## config.mk

```make
export PLATFORM = sky130hd
export DESIGN_NAME = imem_sram_seq
export DESIGN_NICKNAME = d
export VERILOG_FILES = /design/src/rtl/imem_sram_seq.sv
export SDC_FILE = /design/constraint.sdc
export NUM_CORES = 1
export LEC_CHECK = 0
export CORE_MARGIN = 5
export CORE_UTILIZATION = 42
export DETAILED_ROUTE_END_ITERATION = 10
export PLACE_DENSITY = 0.69
export SLEW_MARGIN = 20
export SYNTH_ARGS = -nofsm -noshare
export SYNTH_HDL_FRONTEND = slang
export SYNTH_SLANG_ARGS = --single-unit
```

## constraint.sdc

```tcl
create_clock -name clk0 -period 2.1 [get_ports clk0]
set_input_delay 0.21 -clock clk0 [delete_from_list [all_inputs] [get_ports clk0]]
set_output_delay 0.21 -clock clk0 [all_outputs]
set_load 0.005 [all_outputs]
```

## src/rtl/imem_sram_seq.sv

```systemverilog
// Sequences one packed-word request into BEATS single-port SRAM beats.
// Ports: clk0/rst0 clock and sync reset; req_* request handshake;
//        rsp_* response handshake; sram_* pins of one SRAM macro.
module imem_sram_seq #(
    parameter int DATA_WIDTH = 2,
    parameter int ADDR_WIDTH = 4,
    parameter int BEATS      = 4,
    localparam int BEAT_BITS   = $clog2(BEATS),
    localparam int WORD_WIDTH  = DATA_WIDTH * BEATS,
    localparam int PADDR_WIDTH = ADDR_WIDTH - BEAT_BITS
) (
    input  logic                   clk0,
    input  logic                   rst0,
    input  logic                   req_valid,
    output logic                   req_ready,
    input  logic                   req_we,
    input  logic [PADDR_WIDTH-1:0] req_addr,
    input  logic [WORD_WIDTH-1:0]  req_wdata,
    output logic                   rsp_valid,
    input  logic                   rsp_ready,
    output logic                   rsp_we,
    output logic [WORD_WIDTH-1:0]  rsp_rdata,
    output logic                   sram_csb0,
    output logic                   sram_web0,
    output logic [ADDR_WIDTH-1:0]  sram_addr0,
    output logic [DATA_WIDTH-1:0]  sram_din0,
    input  logic [DATA_WIDTH-1:0]  sram_dout0
);

    typedef enum logic [1:0] {IDLE, ISSUE, DRAIN, RESP} state_t;

    state_t                   r_state;
    state_t                   w_state_nxt;
    logic [BEAT_BITS-1:0]     r_beat;
    logic [PADDR_WIDTH-1:0]   r_addr;
    logic                     r_we;
    logic [WORD_WIDTH-1:0]    r_wdata;
    logic                     r_csb;
    logic                     r_web;
    logic [ADDR_WIDTH-1:0]    r_sram_addr;
    logic [DATA_WIDTH-1:0]    r_din;
    logic                     r_rsp_valid;
    logic                     r_rsp_we;
    logic [WORD_WIDTH-1:0]    r_rdata;
    logic                     r_smp_vld;
    logic [BEAT_BITS-1:0]     r_smp_beat;

    logic                     w_accept;
    logic                     w_last;
    logic [BEAT_BITS-1:0]     w_beat_inc;
    logic                     w_csb_n;
    logic                     w_web_n;
    logic [ADDR_WIDTH-1:0]    w_addr_n;
    logic [DATA_WIDTH-1:0]    w_din_n;
    logic [BEAT_BITS-1:0]     w_beat_n;

    assign req_ready  = (r_state == IDLE) && !rst0;
    assign w_accept   = req_ready && req_valid;
    assign w_last     = (r_beat == BEAT_BITS'(BEATS - 1));
    assign w_beat_inc = r_beat + 1'b1;

    assign rsp_valid  = r_rsp_valid;
    assign rsp_we     = r_rsp_we;
    assign rsp_rdata  = r_rdata;
    assign sram_csb0  = r_csb;
    assign sram_web0  = r_web;
    assign sram_addr0 = r_sram_addr;
    assign sram_din0  = r_din;

    always_ff @(posedge clk0) begin
        if (rst0) r_state <= IDLE;
        else      r_state <= w_state_nxt;
    end

    always_comb begin
        w_state_nxt = r_state;
        unique case (r_state)
            IDLE:  if (w_accept)  w_state_nxt = ISSUE;
            ISSUE: if (w_last)    w_state_nxt = DRAIN;
            DRAIN:                w_state_nxt = RESP;
            RESP:  if (rsp_ready) w_state_nxt = IDLE;
            default:              w_state_nxt = IDLE;
        endcase
    end

    // Next values of the registered SRAM pins and beat counter.
    always_comb begin
        w_csb_n  = r_csb;
        w_web_n  = r_web;
        w_addr_n = r_sram_addr;
        w_din_n  = r_din;
        w_beat_n = r_beat;
        unique case (r_state)
            IDLE: begin
                if (w_accept) begin
                    w_csb_n  = 1'b0;
                    w_web_n  = !req_we;
                    w_addr_n = {req_addr, {BEAT_BITS{1'b0}}};
                    w_din_n  = req_wdata[DATA_WIDTH-1:0];
                    w_beat_n = '0;
                end
            end
            ISSUE: begin
                if (w_last) begin
                    w_csb_n = 1'b1;
                    w_web_n = 1'b1;
                end else begin
                    w_beat_n = w_beat_inc;
                    w_addr_n = {r_addr, w_beat_inc};
                    w_din_n  = r_wdata[w_beat_inc*DATA_WIDTH +: DATA_WIDTH];
                end
            end
            default: ;
        endcase
    end

    always_ff @(posedge clk0) begin
        if (rst0) begin
            r_beat      <= '0;
            r_addr      <= '0;
            r_we        <= 1'b0;
            r_wdata     <= '0;
            r_csb       <= 1'b1;
            r_web       <= 1'b1;
            r_sram_addr <= '0;
            r_din       <= '0;
            r_rsp_valid <= 1'b0;
            r_rsp_we    <= 1'b0;
            r_rdata     <= '0;
            r_smp_vld   <= 1'b0;
            r_smp_beat  <= '0;
        end else begin
            r_beat      <= w_beat_n;
            r_csb       <= w_csb_n;
            r_web       <= w_web_n;
            r_sram_addr <= w_addr_n;
            r_din       <= w_din_n;
            // The macro samples the current pins at this edge; its dout
            // for that beat is valid by the next edge, so remember which
            // beat was sampled and capture it one edge later.
            r_smp_vld   <= !r_csb && r_web;
            r_smp_beat  <= r_sram_addr[BEAT_BITS-1:0];
            if (r_smp_vld) begin
                r_rdata[r_smp_beat*DATA_WIDTH +: DATA_WIDTH] <= sram_dout0;
            end
            if (w_accept) begin
                r_addr  <= req_addr;
                r_we    <= req_we;
                r_wdata <= req_wdata;
                r_rdata <= '0;
            end
            if (r_state == DRAIN) begin
                r_rsp_valid <= 1'b1;
                r_rsp_we    <= r_we;
            end
            if (r_state == RESP && rsp_ready) begin
                r_rsp_valid <= 1'b0;
            end
        end
    end

endmodule

```

# Word level (Yosys, flattened, before mapping)
# Index checks and enable logic that the tools add are counted.
[totals] output_inout_bits=19 reg_bits=36
[op_classes] reduce_logical=14 shifts=3 eq_ne=8 mux=19 n_addsub=2
[ops] op="$neg 3->34" count=1
[ops] op="$shift 2x34->8 const A" count=1
[ops] op="$shiftx 2x34->8" count=1
[ops] op="$mux 2" count=7
[ops] op="$reduce_and 3->1" count=3
[ops] op="$bwmux 8" count=1
[ops] op="$mux 4" count=2
[ops] op="$ne 2x2->1 const B" count=4
[ops] op="$pmux 2 s2" count=2
[ops] op="$pmux 2 s4" count=1
[ops] op="$pmux 4 s2" count=1
[ops] op="$shiftx 8x4->2" count=1
[ops] op="$eq 2x2->1 const B" count=3
[ops] op="$logic_and 1x1->1" count=4
[ops] op="$pmux 1 s2" count=2
[ops] op="$reduce_or 2->1" count=2
[ops] op="$logic_not 1->1" count=3
[ops] op="$mux 1" count=3
[ops] op="$add 2x1->2 const B" count=1
[ops] op="$eq 2x1->1 const B" count=1
[ops] op="$logic_not 2->1" count=1
[ops] op="$reduce_bool 2->1" count=1

# Depth between registers and ports, before layout
# Gate-level depths: netlist of the first run.
[logic_depth] word_depth=5 mapped_depth=7 mapped_depth_nobuf=6

# Worst setup path before layout of the first run
# Ideal clock, no wire load.
[synth_timing] path_type="flip-flop to flip-flop" startpoint="register r_state[1]" endpoint="register r_sram_addr[1], in the netlist sram_addr0[1]" required_ns=1.972 path_stages_with_launch=7 synth_period_minus_slack_ns=1.534 t_arrival_ns=1.406 slack_ns=0.566 n_path_buf=0 path_cell_list="dfxtp_1 -> inv_1 -> ha_1 -> and2_1 -> a211oi_4 -> mux2i_1 -> nor2_1"
[synth_via] elab_chain_cells=5
[synth_rtl] element="from (decl)" line="32" source="state_t r_state;"
[synth_rtl] element="from (signal assigned)" line="72" source="else r_state <= w_state_nxt;"
[synth_rtl] element="$logic_not 2->1" line="57, 93"
[synth_rtl] element="$logic_and 1x1->1" line="57" source="assign req_ready = (r_state == IDLE) && !rst0;"
[synth_rtl] element="$logic_and 1x1->1" line="58" source="assign w_accept = req_ready && req_valid;"
[synth_rtl] element="$ne 2x2->1 (no line)"
[synth_rtl] element="$reduce_and 3->1 (no line)"
[synth_rtl] element="to (signal assigned)" line="136" source="r_sram_addr <= w_addr_n;"
[synth_rtl] element="to (decl)" line="40" source="logic [ADDR_WIDTH-1:0] r_sram_addr;"
# Parallel ways exist; a longest one is shown, timed or not.
# A chain may end at the register's enable or synchronous reset.

# Final worst setup path of the first run
[layout_timing] startpoint="register r_state[1]" endpoint="output req_ready"
[layout_via] elab_chain_cells=2
[layout_rtl] element="$logic_not 2->1" line="57"
[layout_rtl] element="$logic_and 1x1->1" line="57"
[layout_rtl] element="to (decl)" line="15" source="output logic req_ready,"
# No other way between the ends.

==> results of run 1 <==
## worst max-delay path by stage
stage                                 start                          to  slack [ns]  cells after the start
floorplan           r_state[1]$_SDFFE_PP0P_  sram_addr0[1]$_SDFFE_PP0P_        0.57                      6
global placement                       rst0  sram_addr0[1]$_SDFFE_PP0P_        0.35                      5
detailed placement                     rst0   sram_din0[0]$_SDFFE_PP0P_        0.30                      5
CTS                 r_state[1]$_SDFFE_PP0P_                   req_ready        0.12                      4
global route        r_state[1]$_SDFFE_PP0P_                   req_ready        0.04                      4
finish              r_state[1]$_SDFFE_PP0P_                   req_ready        0.13                      4
## layer usage
layer	wire, um	GRT usage	share of wire	up-vias
met3	165	0.0421	0.052	3
met4	27	0.0501	0.0084	0
met1	1410	0.151	0.44	605
met5	0	0	0	-
met2	1600	0.241	0.50	30
li1	-	-	-	681
## flip-flops by register name, summed over array words and instances, names as in the netlist
signal / flops
r_addr: 2
r_beat: 1
r_smp_beat: 2
r_smp_vld: 1
r_state: 2
r_wdata: 8
r_we: 1
rsp_rdata: 8
rsp_valid: 1
rsp_we: 1
sram_addr0: 3
sram_csb0: 1
sram_din0: 2
sram_web0: 1
## worst max-delay path, delay by kind of cell (launching register included)
family / cells / cell delay (ns)
adder cells (fa/ha/maj): 1 / 0.33
buffers and inverters: 2 / 0.63
flip-flops: 1 / 0.34
AND/OR/NAND/NOR: 1 / 0.18
## logic make-up (layout without fill, tap and decap cells)
kind of cell	after synthesis	count (layout)	share of synthesized area
adder cells (fa/ha/maj)	11	11	0.0874
flip-flops	34	34	0.432
buffers and inverters	15	53	0.0382
multiplexers	9	9	0.0572
AO/OA/AOI/OAI	37	37	0.164
AND/OR/NAND/NOR	74	74	0.221
## stage by stage
stage                     std cells  area, sq um
after floorplan                 180         1570
after global placement          259         1980
after detailed placement        259         1980
after global routing            266         2060
final                           266         2060
after CTS                       266         2060
## power breakdown
| part | internal, mW | switching (mW) |
|---|---|---|
| sequential | 0.787 | 0.0904 |
| combinational | 0.472 | 0.475 |
| clock | 0.222 | 0.225 |
## cell type report
cell class                 count  area (sq um)  area share
tap                           48          60.1      0.0292
inverter                       7          26.3      0.0128
clock inverter                 2          10.0     0.00486
sequential                    34           681       0.330
timing repair buffer          39           380       0.185
clock buffer                   5          68.8      0.0334
multi-input combinational    131           833       0.405
## cell usage after synthesis (all sizes together) (3+ instances only)
| cell | count |
|---|---|
| nand2b | 8 |
| a22oi | 4 |
| and2 | 3 |
| nor3 | 3 |
| ha | 11 |
| a21oi | 17 |
| dfxtp | 34 |
| buf | 3 |
| mux2i | 9 |
| inv | 7 |
| clkbuf | 5 |
| nand2 | 29 |
| nor2 | 21 |
| a211oi | 5 |
| nor2b | 5 |
==> results.json, run 1 <==
{
  "outcome": "complete, no violations",
  "grt_pass1_vias": 1313,
  "max_freq_ghz": 0.508,
  "synth_edf_count": 0,
  "slew_headroom": 0.735,
  "antenna_found_initial": 0,
  "grt.total_usage": 0.136,
  "post-route-drc-count": 0,
  "num_io_pins": 36,
  "root_buffer": "clkbuf_8",
  "power.leakage_nw": 0.790,
  "worst_ep_arrival_time_ns": 1.76,
  "initial_core_util": 0.433,
  "start_kind": "register",
  "num_vias": 1319,
  "hp-class": "reg2reg",
  "crit_chain": "inv_1 > ha_1 > nor2b_1 > clkdlybuf4s50_1",
  "critPathMaxFanout": 7,
  "cts_tree": "built",
  "ir_worst_vdd_mv": 0.585,
  "synth_top_flop_cell": "dfxtp_1",
  "insertedDiodeCount": 0,
  "ys_seq_area_frac": 0.432,
  "nFillCells": 344,
  "grt_max_degree": 25,
  "cts_hold_buf": 0,
  "insertion_delay_ns": 0.28,
  "wirelength_mm": 3.20,
  "path_clk_slew_ns": 0.07,
  "hold_viol": 0,
  "cts.repair.resized": 0,
  "syn2layout_area_growth_pct": 30.8,
  "syn_nets": 208,
  "gp_congestion": 0.794,
  "worstHoldStart": "r_wdata[4]$_SDFFE_PP0P_",
  "rr_endpoint": "sram_din0[0]$_SDFFE_PP0P_",
  "firstDrtPassIters": 4,
  "rows": 22,
  "ff2ff_path_depth": 6,
  "layout_commonest_cell": "clkdlybuf4s50_1",
  "cts-buffers-inserted": 5,
  "slowest_delay_ns": 0.52,
  "ys_types": 27,
  "setup_slack_ns": 0.130,
  "async_reset_ff_frac": 0,
  "whs_path_depth": 2,
  "period_minus_slack_ns": 1.97,
  "numClockSinks": 34,
  "ant_nets": 0,
  "layout-drive-gt1-share": 0.0642,
  "hold_path_end": "r_wdata[4]$_SDFFE_PP0P_",
  "rsz0062_at_grt": "false",
  "pwr_density_cell_nw_per_um2": 1100,
  "finalCritPeriodShare": 0.938,
  "nNetsFinal": 246,
  "drt_iter0_drc": 20,
  "place_ws_ns": 0.300,
  "overflow": 0,
  "slowest_stage": "clkdlybuf4s50_1",
  "regToRegStartpoint": "r_state[1]$_SDFFE_PP0P_",
  "io_buffers": 35,
  "end_kind": "output pin",
  "drv_slew": 0,
  "r2r_slack_ns": 0.34,
  "drv_cap": 0,
  "dieArea_sq_um": 5070,
  "hpwl_mm": 2.46,
  "finalSetupViolations": 0,
  "power.total_mw": 2.27,
  "avgRoutedWirePerCell_um": 12.0,
  "fp.dieH_um": 71.2,
  "holdWs_ns": 0.454,
  "final.setup_skew_ns": 0.00534,
  "final_cell_mix": "35 x clkdlybuf4s50_1, 34 x dfxtp_1, 29 x nand2_1",
  "postCtsSetupBuffers": 0,
  "utilization": 0.567,
  "synth-seq-cells": 34,
  "fp.dieW_um": 71.2,
  "worstMarginPinSlew_ns": 0.396,
  "yosysTopAreaCell": "dfxtp_1",
  "cts_buffer_depth": 2,
  "synth_area_sq_um": 1570,
  "placeableCoreArea_sq_um": 3630,
  "fin_tns_setup_ns": 0,
  "avgSynthCellArea_sq_um": 8.74,
  "grt_pass1_wl_mm": 5.56,
  "via_per_inst": 4.96,
  "ctsHtreeMaxLevel": 2,
  "synthTopCellsByArea": "dfxtp_1 43%, ha_1 8.7%, nand2_1 6.9%",
  "syn-instance-count": 180,
  "critPathRequiredTime_ns": 1.89,
  "ys_warn_count": 0,
  "criticalPathCategory": "reg2out",
  "synth_top_area_frac": 0.432
}
No activity file was read; power rests on OpenSTA's default activity.
==> run 2: changes to the inputs <==
--- a/config.mk
+++ b/config.mk
@@ -5,10 +5,12 @@
 export SDC_FILE = /design/constraint.sdc
 export NUM_CORES = 1
 export LEC_CHECK = 0
+export CELL_PAD_IN_SITES_DETAIL_PLACEMENT = 2
+export CELL_PAD_IN_SITES_GLOBAL_PLACEMENT = 2
 export CORE_MARGIN = 5
-export CORE_UTILIZATION = 42
+export CORE_UTILIZATION = 29
 export DETAILED_ROUTE_END_ITERATION = 10
-export PLACE_DENSITY = 0.69
+export PLACE_DENSITY = 0.78
 export SLEW_MARGIN = 20
 export SYNTH_ARGS = -nofsm -noshare
 export SYNTH_HDL_FRONTEND = slang
==> run 2 against run 1 <==
Compared with the run above: register-to-register slack got worse by 0.08 ns; clock skew increased by 0.00098 ns; cell area increased by 2.0%; highest routed layer unchanged; core utilization decreased by 16 points; clock power increased by 5.4%; sequential power increased by 1%; via count increased by 3.6%; global-route usage decreased by 0.14 points; first-iteration DRC count unchanged; worst setup slack improved by 0.0098 ns; critical endpoint unchanged; critical path depth unchanged; die area increased by 38%.
==> results.json, run 2 (synthesis results as in run 1) <==
{
  "io_buffers": 35,
  "insertedDiodeCount": 0,
  "initial_core_util": 0.302,
  "wirelength_mm": 4.38,
  "fin_tns_setup_ns": 0,
  "critPathMaxFanout": 7,
  "hp-class": "reg2reg",
  "cts_buffer_depth": 2,
  "criticalPathCategory": "reg2out",
  "cts_tree": "built",
  "slew_headroom": 0.717,
  "cts-buffers-inserted": 5,
  "hpwl_mm": 3.55,
  "root_buffer": "clkbuf_8",
  "antenna_found_initial": 0,
  "dieArea_sq_um": 7000,
  "ctsHtreeMaxLevel": 2,
  "final.setup_skew_ns": 0.00632,
  "holdWs_ns": 0.458,
  "firstDrtPassIters": 4,
  "num_io_pins": 36,
  "path_buf_inv": 2,
  "rsz0062_at_grt": "false",
  "numClockSinks": 34,
  "via_per_inst": 4.75,
  "layout-drive-gt1-share": 0.0688,
  "worstMarginPinSlew_ns": 0.423,
  "final_cell_mix": "35 x clkdlybuf4s50_1, 34 x dfxtp_1, 29 x nand2_1",
  "power.leakage_nw": 0.793,
  "pwr_density_cell_nw_per_um2": 1120,
  "finalSetupViolations": 0,
  "fp.dieH_um": 83.7,
  "hold_viol": 0,
  "outcome": "complete, no violations",
  "end_kind": "output pin",
  "crit_family": "buffers and inverters",
  "syn2layout_area_growth_pct": 33.5,
  "postCtsSetupBuffers": 0,
  "num_vias": 1367,
  "grtUsageMet1": 0.144,
  "placeableCoreArea_sq_um": 5200,
  "ir_worst_vdd_mv": 0.449,
  "ant_nets": 0,
  "max_freq_ghz": 0.510,
  "drv_slew": 0,
  "post-route-drc-count": 0,
  "grt_max_degree": 14,
  "grt_most_used_layer": "met2",
  "nNetsFinal": 247,
  "rows": 26,
  "worst_ep_arrival_time_ns": 1.75,
  "finalCritPeriodShare": 0.933,
  "grt_use_met3": 0.0326,
  "fp.dieW_um": 83.7,
  "start_kind": "register",
  "slowest_stage": "clkdlybuf4s50_1",
  "overflow": 0,
  "path_clk_slew_ns": 0.06,
  "drv_cap": 0,
  "crit_chain": "inv_1 > ha_2 > nor2b_1 > clkdlybuf4s50_1",
  "cts.repair.resized": 0,
  "grt_pass1_wl_mm": 7.67,
  "critPathRequiredTime_ns": 1.89,
  "cts_hold_buf": 0,
  "slowest_delay_ns": 0.52,
  "drt_iter0_drc": 20,
  "layout_commonest_cell": "clkdlybuf4s50_1",
  "period_minus_slack_ns": 1.96,
  "gp_congestion": 0.778,
  "grt.total_usage": 0.134,
  "insertion_delay_ns": 0.28,
  "avgRoutedWirePerCell_um": 15.2,
  "use_met2": 0.254,
  "grt_pass1_vias": 1609
}
==> run 2: area by class of cell <==
cell class	count	area, sq um
fillers	575	3100
multi-input cells	131	836
well taps	70	87.6
inverters	7	26.3
flip-flops and latches	34	681
repair buffers	40	388
clock buffers	6	82.6
==> run 2: where the power goes <==
part	total [mW]	leakage (nW)	internal [mW]	switching (mW)
Combinational	1.00	0.472	0.481	0.522
Sequential	0.887	0.278	0.787	0.0998
Clock	0.471	0.0431	0.253	0.218
Total	2.36	0.793	1.52	0.840
==> run 2: final timing paths <==
kind                                start                   endpoint  slack, ns  depth (start not counted)
hold reg to reg         r_we$_SDFFE_PP0P_          r_we$_SDFFE_PP0P_       0.46                          2
hold / removal          r_we$_SDFFE_PP0P_          r_we$_SDFFE_PP0P_       0.46                          2
setup / recovery  r_state[0]$_SDFFE_PP0P_                  req_ready       0.14                          4
setup reg to reg  r_state[1]$_SDFFE_PP0P_  sram_din0[0]$_SDFFE_PP0P_       0.26                          6
==> run 2: routing by layer <==
layer | vias up | part of all wire | routed length (um)
met5 | - | 0 | 0
li1 | 681 | - | -
met2 | 28 | 0.55 | 2400
met4 | 0 | 0.013 | 59
met1 | 651 | 0.41 | 1780
met3 | 7 | 0.034 | 150
==> run 2: tightest hold or removal path, cell delays in order (launching register included) <==
cell and delay [ns]:
dfxtp_1 0.31, nand2_1 0.05, a21oi_1 0.05
==> run 2: per-stage QoR <==
stage | util | cells | total power, mW | instance area [sq um] | worst slack (ns)
2_1_floorplan | - | 180 | 1.51 | 1570 | 0.566
3_3_place_gp | 0.387 | 282 | 1.85 | 2020 | 0.322
3_5_place_dp | 0.387 | 282 | 1.92 | 2020 | 0.198
4_1_cts | 0.403 | 288 | 2.41 | 2100 | 0.0252
5_1_grt | 0.404 | 288 | 2.56 | 2100 | 0.0283
6_report | 0.404 | 288 | 2.36 | 2100 | 0.140
